File: src/rtl/ula_arbitro.sv
// Two-requester arbiter in front of a shared combinational logic unit, with a response handshake and a completion counter.
// Defining ULA_ARB_RR_EN selects round-robin arbitration; the default build uses fixed priority (requester 0 wins).
module ula_arbitro #(
    parameter int CNT_W = 8
) (
    input  logic             clk,
    input  logic             rst_n,
    input  logic [1:0]       req_valid,
    output logic [1:0]       req_ready,
    input  logic [5:0]       req_A0,
    input  logic [5:0]       req_B0,
    input  logic [5:0]       req_A1,
    input  logic [5:0]       req_B1,
    input  logic [3:0]       req_sel0,
    input  logic [3:0]       req_sel1,
    output logic [5:0]       ula_A,
    output logic [5:0]       ula_B,
    output logic [3:0]       ula_sel,
    input  logic [5:0]       ula_saida,
    output logic             resp_valid,
    input  logic             resp_ready,
    output logic             resp_id,
    output logic [5:0]       resp_dado,
    output logic             resp_err,
    output logic [CNT_W-1:0] ops_done
);

    typedef enum logic [1:0] {
        IDLE = 2'd0,
        EXEC = 2'd1,
        RESP = 2'd2
    } state_t;

    state_t     state_r;
    logic       id_r;
    logic [1:0] grant_s;
    logic       xfer_s;
    logic       idx_s;

`ifdef ULA_ARB_RR_EN
    logic       ptr_r;
`endif

    // Grant decision: only offered in IDLE and only to a requester that is currently asking.
    always_comb begin
        grant_s = 2'b00;
        if ((state_r == IDLE) && rst_n) begin
            case (req_valid)
                2'b01:   grant_s = 2'b01;
                2'b10:   grant_s = 2'b10;
`ifdef ULA_ARB_RR_EN
                2'b11:   grant_s = ptr_r ? 2'b10 : 2'b01;
`else
                2'b11:   grant_s = 2'b01;
`endif
                default: grant_s = 2'b00;
            endcase
        end else begin
            grant_s = 2'b00;
        end
    end

    assign req_ready = grant_s;
    assign xfer_s    = |grant_s;
    assign idx_s     = grant_s[1];

    // Main sequencer: latch on transfer, drive the unit for one cycle, hold the response until accepted.
    always_ff @(posedge clk or negedge rst_n) begin
        if (!rst_n) begin
            state_r    <= IDLE;
            id_r       <= 1'b0;
            ula_A      <= 6'd0;
            ula_B      <= 6'd0;
            ula_sel    <= 4'd0;
            resp_valid <= 1'b0;
            resp_id    <= 1'b0;
            resp_dado  <= 6'd0;
            resp_err   <= 1'b0;
            ops_done   <= '0;
`ifdef ULA_ARB_RR_EN
            ptr_r      <= 1'b0;
`endif
        end else begin
            case (state_r)
                IDLE: begin
                    if (xfer_s) begin
                        ula_A   <= idx_s ? req_A1   : req_A0;
                        ula_B   <= idx_s ? req_B1   : req_B0;
                        ula_sel <= idx_s ? req_sel1 : req_sel0;
                        id_r    <= idx_s;
`ifdef ULA_ARB_RR_EN
                        ptr_r   <= ~idx_s;
`endif
                        state_r <= EXEC;
                    end else begin
                        state_r <= IDLE;
                    end
                end
                EXEC: begin
                    // Codes with bit 3 clear are illegal: report an error and a zero result.
                    resp_dado  <= ula_sel[3] ? ula_saida : 6'd0;
                    resp_err   <= ~ula_sel[3];
                    resp_id    <= id_r;
                    resp_valid <= 1'b1;
                    ula_A      <= 6'd0;
                    ula_B      <= 6'd0;
                    ula_sel    <= 4'd0;
                    state_r    <= RESP;
                end
                RESP: begin
                    if (resp_ready) begin
                        resp_valid <= 1'b0;
                        ops_done   <= ops_done + CNT_W'(1);
                        state_r    <= IDLE;
                    end else begin
                        state_r    <= RESP;
                    end
                end
                default: begin
                    resp_valid <= 1'b0;
                    ula_A      <= 6'd0;
                    ula_B      <= 6'd0;
                    ula_sel    <= 4'd0;
                    state_r    <= IDLE;
                end
            endcase
        end
    end

endmodule

File: config.mk
export PLATFORM = sky130hd
export DESIGN_NAME = ula_arbitro
export DESIGN_NICKNAME = d
export VERILOG_FILES = /design/src/rtl/ula_arbitro.sv
export SDC_FILE = /design/constraint.sdc
export NUM_CORES = 1
export LEC_CHECK = 0
export ABC_AREA = 1
export BUFFER_PORTS_ARGS = -buffer_cell sky130_fd_sc_hd__buf_2
export CAP_MARGIN = 20
export CORE_ASPECT_RATIO = 2
export CORE_MARGIN = 2
export CORE_UTILIZATION = 25
export DETAILED_ROUTE_END_ITERATION = 8
export PLACE_DENSITY_LB_ADDON = 0.2
export SYNTH_ARGS = -nofsm -noshare
export SYNTH_HDL_FRONTEND = slang
export SYNTH_SLANG_ARGS = --single-unit
File: constraint.sdc
create_clock -name clk -period 1.8 [get_ports clk]
set_input_delay 0.36 -clock clk [delete_from_list [all_inputs] [get_ports clk]]
set_output_delay 0.36 -clock clk [all_outputs]
set_load 0.01 [all_outputs]
### After elaboration in Yosys (flattened, before gate mapping)

Cells that the tools add are included.

| storage, ports and cells | value |
|---|---|
| bits in latches | 0 |
| word-level logic and storage cells | 46 |
| memory bits (read-only) | 0 |
| memory bits (writable) | 0 |
| output and inout bits | 35 |
| flip-flop bits (word level) | 36 |
| input port bits | 43 |
| memories | 0 |

| operators by class | value |
|---|---|
| reduce and logical (&&, ||, !) cells | 8 |
| add/subtract/negate cells | 1 |
| $lt $le $gt $ge | 0 |
| eq/ne operators | 7 |
| bitwise logic cells | 3 |
| multiply operators | 0 |
| shift-type cells | 0 |
| mux-type cells | 17 |
| div/mod/pow operators | 0 |

Operators by type and width:

| operator | count |
|---|---|
| $mux W6 | 5 |
| $pmux W6 S2 | 2 |
| $add A8 B1 Y8 const B | 1 |
| $mux W4 | 2 |
| $pmux W4 S2 | 1 |
| $reduce_and A2 Y1 | 4 |
| $eq A2 B2 Y1 const B | 3 |
| $pmux W2 S3 | 1 |
| $eq A2 B1 Y1 const B | 2 |
| $mux W2 | 2 |
| $ne A2 B2 Y1 const B | 2 |
| $pmux W2 S2 | 1 |
| $reduce_or A2 Y1 | 2 |
| $not A1 Y1 | 3 |
| $pmux W1 S3 | 1 |
| $logic_not A2 Y1 | 1 |
| $mux W1 | 2 |
| $logic_and A1 B1 Y1 | 1 |

### Longest topological paths before layout

| logic depth | value |
|---|---|
| depth in word-level cells | 7 |
| mapped depth | 8 |
| gate-level depth less buffers | 7 |

### Worst setup path after synthesis

No wires, ideal clock.

| path | value |
|---|---|
| kind | flip-flop to output port |
| start | reg state_r[0] |
| end | out req_ready[1] |
| required time | 1.440 ns |
| arrival | 1.047 ns |
| cell stages (with the launch flop) | 5 |
| slack | 0.393 ns |
| buffers on the path | 1 |
| cells stage by stage | dfrtp_1 -> nor2_4 -> nand3_4 -> buf_2 -> inv_1 |

| on the way | value |
|---|---|
| cells in the longest elaborated chain, start to end | 3 |

Ends and longest elaborated chain:

| item | RTL line | RTL |
|---|---|---|
| from (decl) | 34 | `state_t state_r;` |
| from (signal assigned) | 70 | `state_r <= IDLE;` |
| from (signal assigned) | 94 | `state_r <= EXEC;` |
| from (signal assigned) | 96 | `state_r <= IDLE;` |
| $logic_not A2 Y1 | 47 | `if ((state_r == IDLE) && rst_n) begin` |
| $logic_and A1 B1 Y1 | 47 |  |
| $mux W2 | 47 |  |
| to (decl) | 9 | `output logic [1:0] req_ready,` |

No other way between the ends.

### Worst setup path in the final report

| path | value |
|---|---|
| start | reg state_r[0] |
| end | out req_ready[0] |

The elaborated chain is that of the path after synthesis.

==> impl_metrics.csv <==
group,metric,value,unit
outcome,status,"finished, final reports clean",
clock_network,cts_made_buffers,5,
floorplanning,core,7267,um2
sta,report.final.slew_viol_count,0,
final_layout,stdcell_count,412,
clock_network,path_clk_slew,0.06,ns
global_routing,grt_busiest_layer,"met2",
clock_network,clkLatencyLatePin,0.28,ns
synth,synth_area_leaders,"dfrtp_1, nand2_1, nand3_1",
clock_network,cts_buffer_depth,2,
sta,fin_skew,0.004373,ns
final_layout,num_antenna_cells,0,
global_routing,grt_max_degree,49,
pwr,p_leak,0.001521,uW
global_routing,overflow,0,
detailed_routing,wirelength,5247,um
synth,synthMuxAreaShare,0,%
sta,maxSlewHeadroom,76.71,%
synth,yosys.cell_count.top_type,"nand2_1",
detailed_routing,vias,1825,
placed_design,port_buffers,77,
final_layout,final_area,2567,um2
synth,postSynthCellCount,238,
detailed_routing,wire_per_inst,12.74,um
worst_setup_path,rrSetupSlack,0.37,ns
synth,synth_commonest_cells,"nand2_1, nand3_1, dfrtp_1, inv_1, nand4_1",
placed_design,place_area,2390,um2
global_routing,grt_pass1_vias,1856,
flow_run,maxCapViolCount,0,
worst_setup_path,path_class,"flip-flop to primary output",
sta,setup_tns,0,ns
clock_network,root_buffer,"clkbuf_16",
global_routing,grt_usage,13.81,%
floorplanning,rows,44,
clock_network,h-tree-depth,2,
worst_setup_path,path_cells,"nor2_4 -> nand3_1 -> inv_1 -> buf_2",
synth,async_flop_share,100.0,%
placed_design,place_congestion,0.7621,
floorplanning,die_h,126.5,um
synth,synthSimpleGateAreaFrac,35.96,%
synth,synth_edf_count,0,
synth,synth_xor_xnor_area_share,1.401,%
floorplanning,start_util,25.81,%
final_layout,final_nets,363,
synth,synth.top_cell.area_share,48.03,%
global_routing,grt_pass1_wl,8790,um
synth,synthAdderAreaFrac,0.6671,%
global_routing,use_met2,25.57,%
sta,setup_viol,0,
synth,syn_area,1876,um2
sta,timing.final.crit_share,93.01,%
synth,synth_nets,282,
synth,syn_area_per_cell,7.880,um2
detailed_routing,dr.pass1.iters,4,
synth,synth.largest_area_cell,"dfrtp_1",
worst_setup_path,crit_slowest_cell,"dfrtp_1",
worst_setup_path,reg2regPathDepth,5,
detailed_routing,drtIter0Drc,93,
worst_setup_path,r2r-start,"state_r[0]",
floorplanning,die_area,8253,um2
global_routing,met3_usage,2.394,%
pwr,peakVddDrop,424.8,uV
sta,period_needed,1.674,ns
worst_setup_path,critPathMaxStageDelay,0.44,ns
global_routing,grt_use_met1,14.39,%
clock_network,post_cts_buffers,0,
worst_setup_path,crit_path_end_kind,"primary output",
worst_hold_path,hold_path_class,"input port to asynchronous set/reset pin",
global_routing,grt_antenna_before_repair,0,
worst_setup_path,arrival,1.31,ns
detailed_routing,viasPerCell,4.430,
placed_design,dp_hpwl,4066,um
synth,synth_compound_area_share,4.403,%
floorplanning,ioPinCount,78,
clock_network,clock_sinks,36,
detailed_routing,drc,0,
synth,ys_warn_count,0,
worst_setup_path,r2r_end,"ula_B[0]",
synth,synth_seq_cells,36,
sta,hold_violations,0,
clock_network,ctsResizeCount,0,
floorplanning,die_w,65.25,um
worst_setup_path,crit_path_start_kind,"flip-flop",
detailed_routing,antenna_left,0,
placed_design,place_inst,403,
worst_setup_path,crit_path_max_fanout,5,
synth,synth_top_family_by_area,"simple AND/OR/NAND/NOR gates",
final_layout,drive_gt1_share,30.94,%
sta,fmax,597.3,MHz
sta,worst_slew_pin_slew,0.3490,ns
synth,synth.distinct_cells,22,
synth,ys_dominant_reg_cell,"dfrtp_1",
pwr,p_per_area,1523,nW/um2
clock_network,cts_tree,"yes",
synth,yosysSeqAreaShare,48.03,%
worst_setup_path,cp.required,1.44,ns
final_layout,syn_to_final_growth,36.89,%
sta,rsz0062_at_grt,"false",
## cells by family after synthesis
kind of cell	Yosys count
fa+ha+maj	1
compound gates	10
simple gates	143
xor+xnor	3
flops	36
buf+inv	45
## routing by layer
layer  share of wire (%)  vias up
li1                    -      934
met1                  37      834
met2                  56       51
met3                 4.6        6
met4                 2.2        0
met5                   0        -
## worst max-delay path, delay by kind of cell, from the launching register on
kind	cells	cell delay [ns]
buf+inv	2	0.24
flops	1	0.44
simple gates	2	0.35
## worst max path at each step
stage	startpoint	cells after the start	end	slack, ns
final	state_r[0]	4	req_ready[0]	0.13
after global routing	state_r[0]	4	req_ready[0]	0.01
after CTS	state_r[0]	4	req_ready[0]	0.09
after detailed placement	state_r[0]	5	ula_A[4]	0.37
after global placement	state_r[0]	5	ula_A[4]	0.40
after floorplan	state_r[0]	4	req_ready[1]	0.39
## power breakdown
part           internal, uW  switching, uW
Clock                   650            329
Combinational           609            884
Sequential             1160            280
## area by class of cell
class,instances,area [um2]
clock buffer,5,125.1
clock inverter,3,42.54
timing repair buffer,85,460.4
tap,92,115.1
fill,830,4700
sequential,36,900.9
multi-input combinational,157,795.8
inverter,34,127.6
## stage by stage
step / hold slack, ns / worst slack, ns / utilization (%) / power, uW
after floorplan: 0.06441 / 0.3933 / - / 2333
after global placement: 0.2268 / 0.3960 / 32.89 / 2961
after detailed placement: 0.2317 / 0.3743 / 32.89 / 2977
after CTS: 0.2115 / 0.08658 / 35.33 / 3985
after global routing: 0.2322 / 0.01479 / 35.33 / 4220
final: 0.2055 / 0.1259 / 35.33 / 3911
## registers in the layout (all words and copies together) (netlist names)
name and flops:
resp_err 1, resp_id 1, ops_done 8, resp_valid 1
state_r 2, ula_sel 4, ula_B 6, resp_dado 6
ula_A 6, id_r 1
## repair_timing
action / in CTS / in global routing
endpoints found under the hold margin: 2 / 0
hold buffers: 1 / 0
endpoints found under the setup margin: 0 / 0
## placed cells by master, fill, tap and decap left out, types with 2 or more instances in the layout
cell and count:
buf_4 6, nand4_1 20, buf_2 77, o21ai_0 2, nor2_4 2, nand3_2 2, nand3_1 37, dfrtp_1 36
nand2_1 72, xor2_1 2, clkbuf_16 5, a22o_1 6, nor2_1 9, inv_1 33
Power figures use the tool's default switching activity.
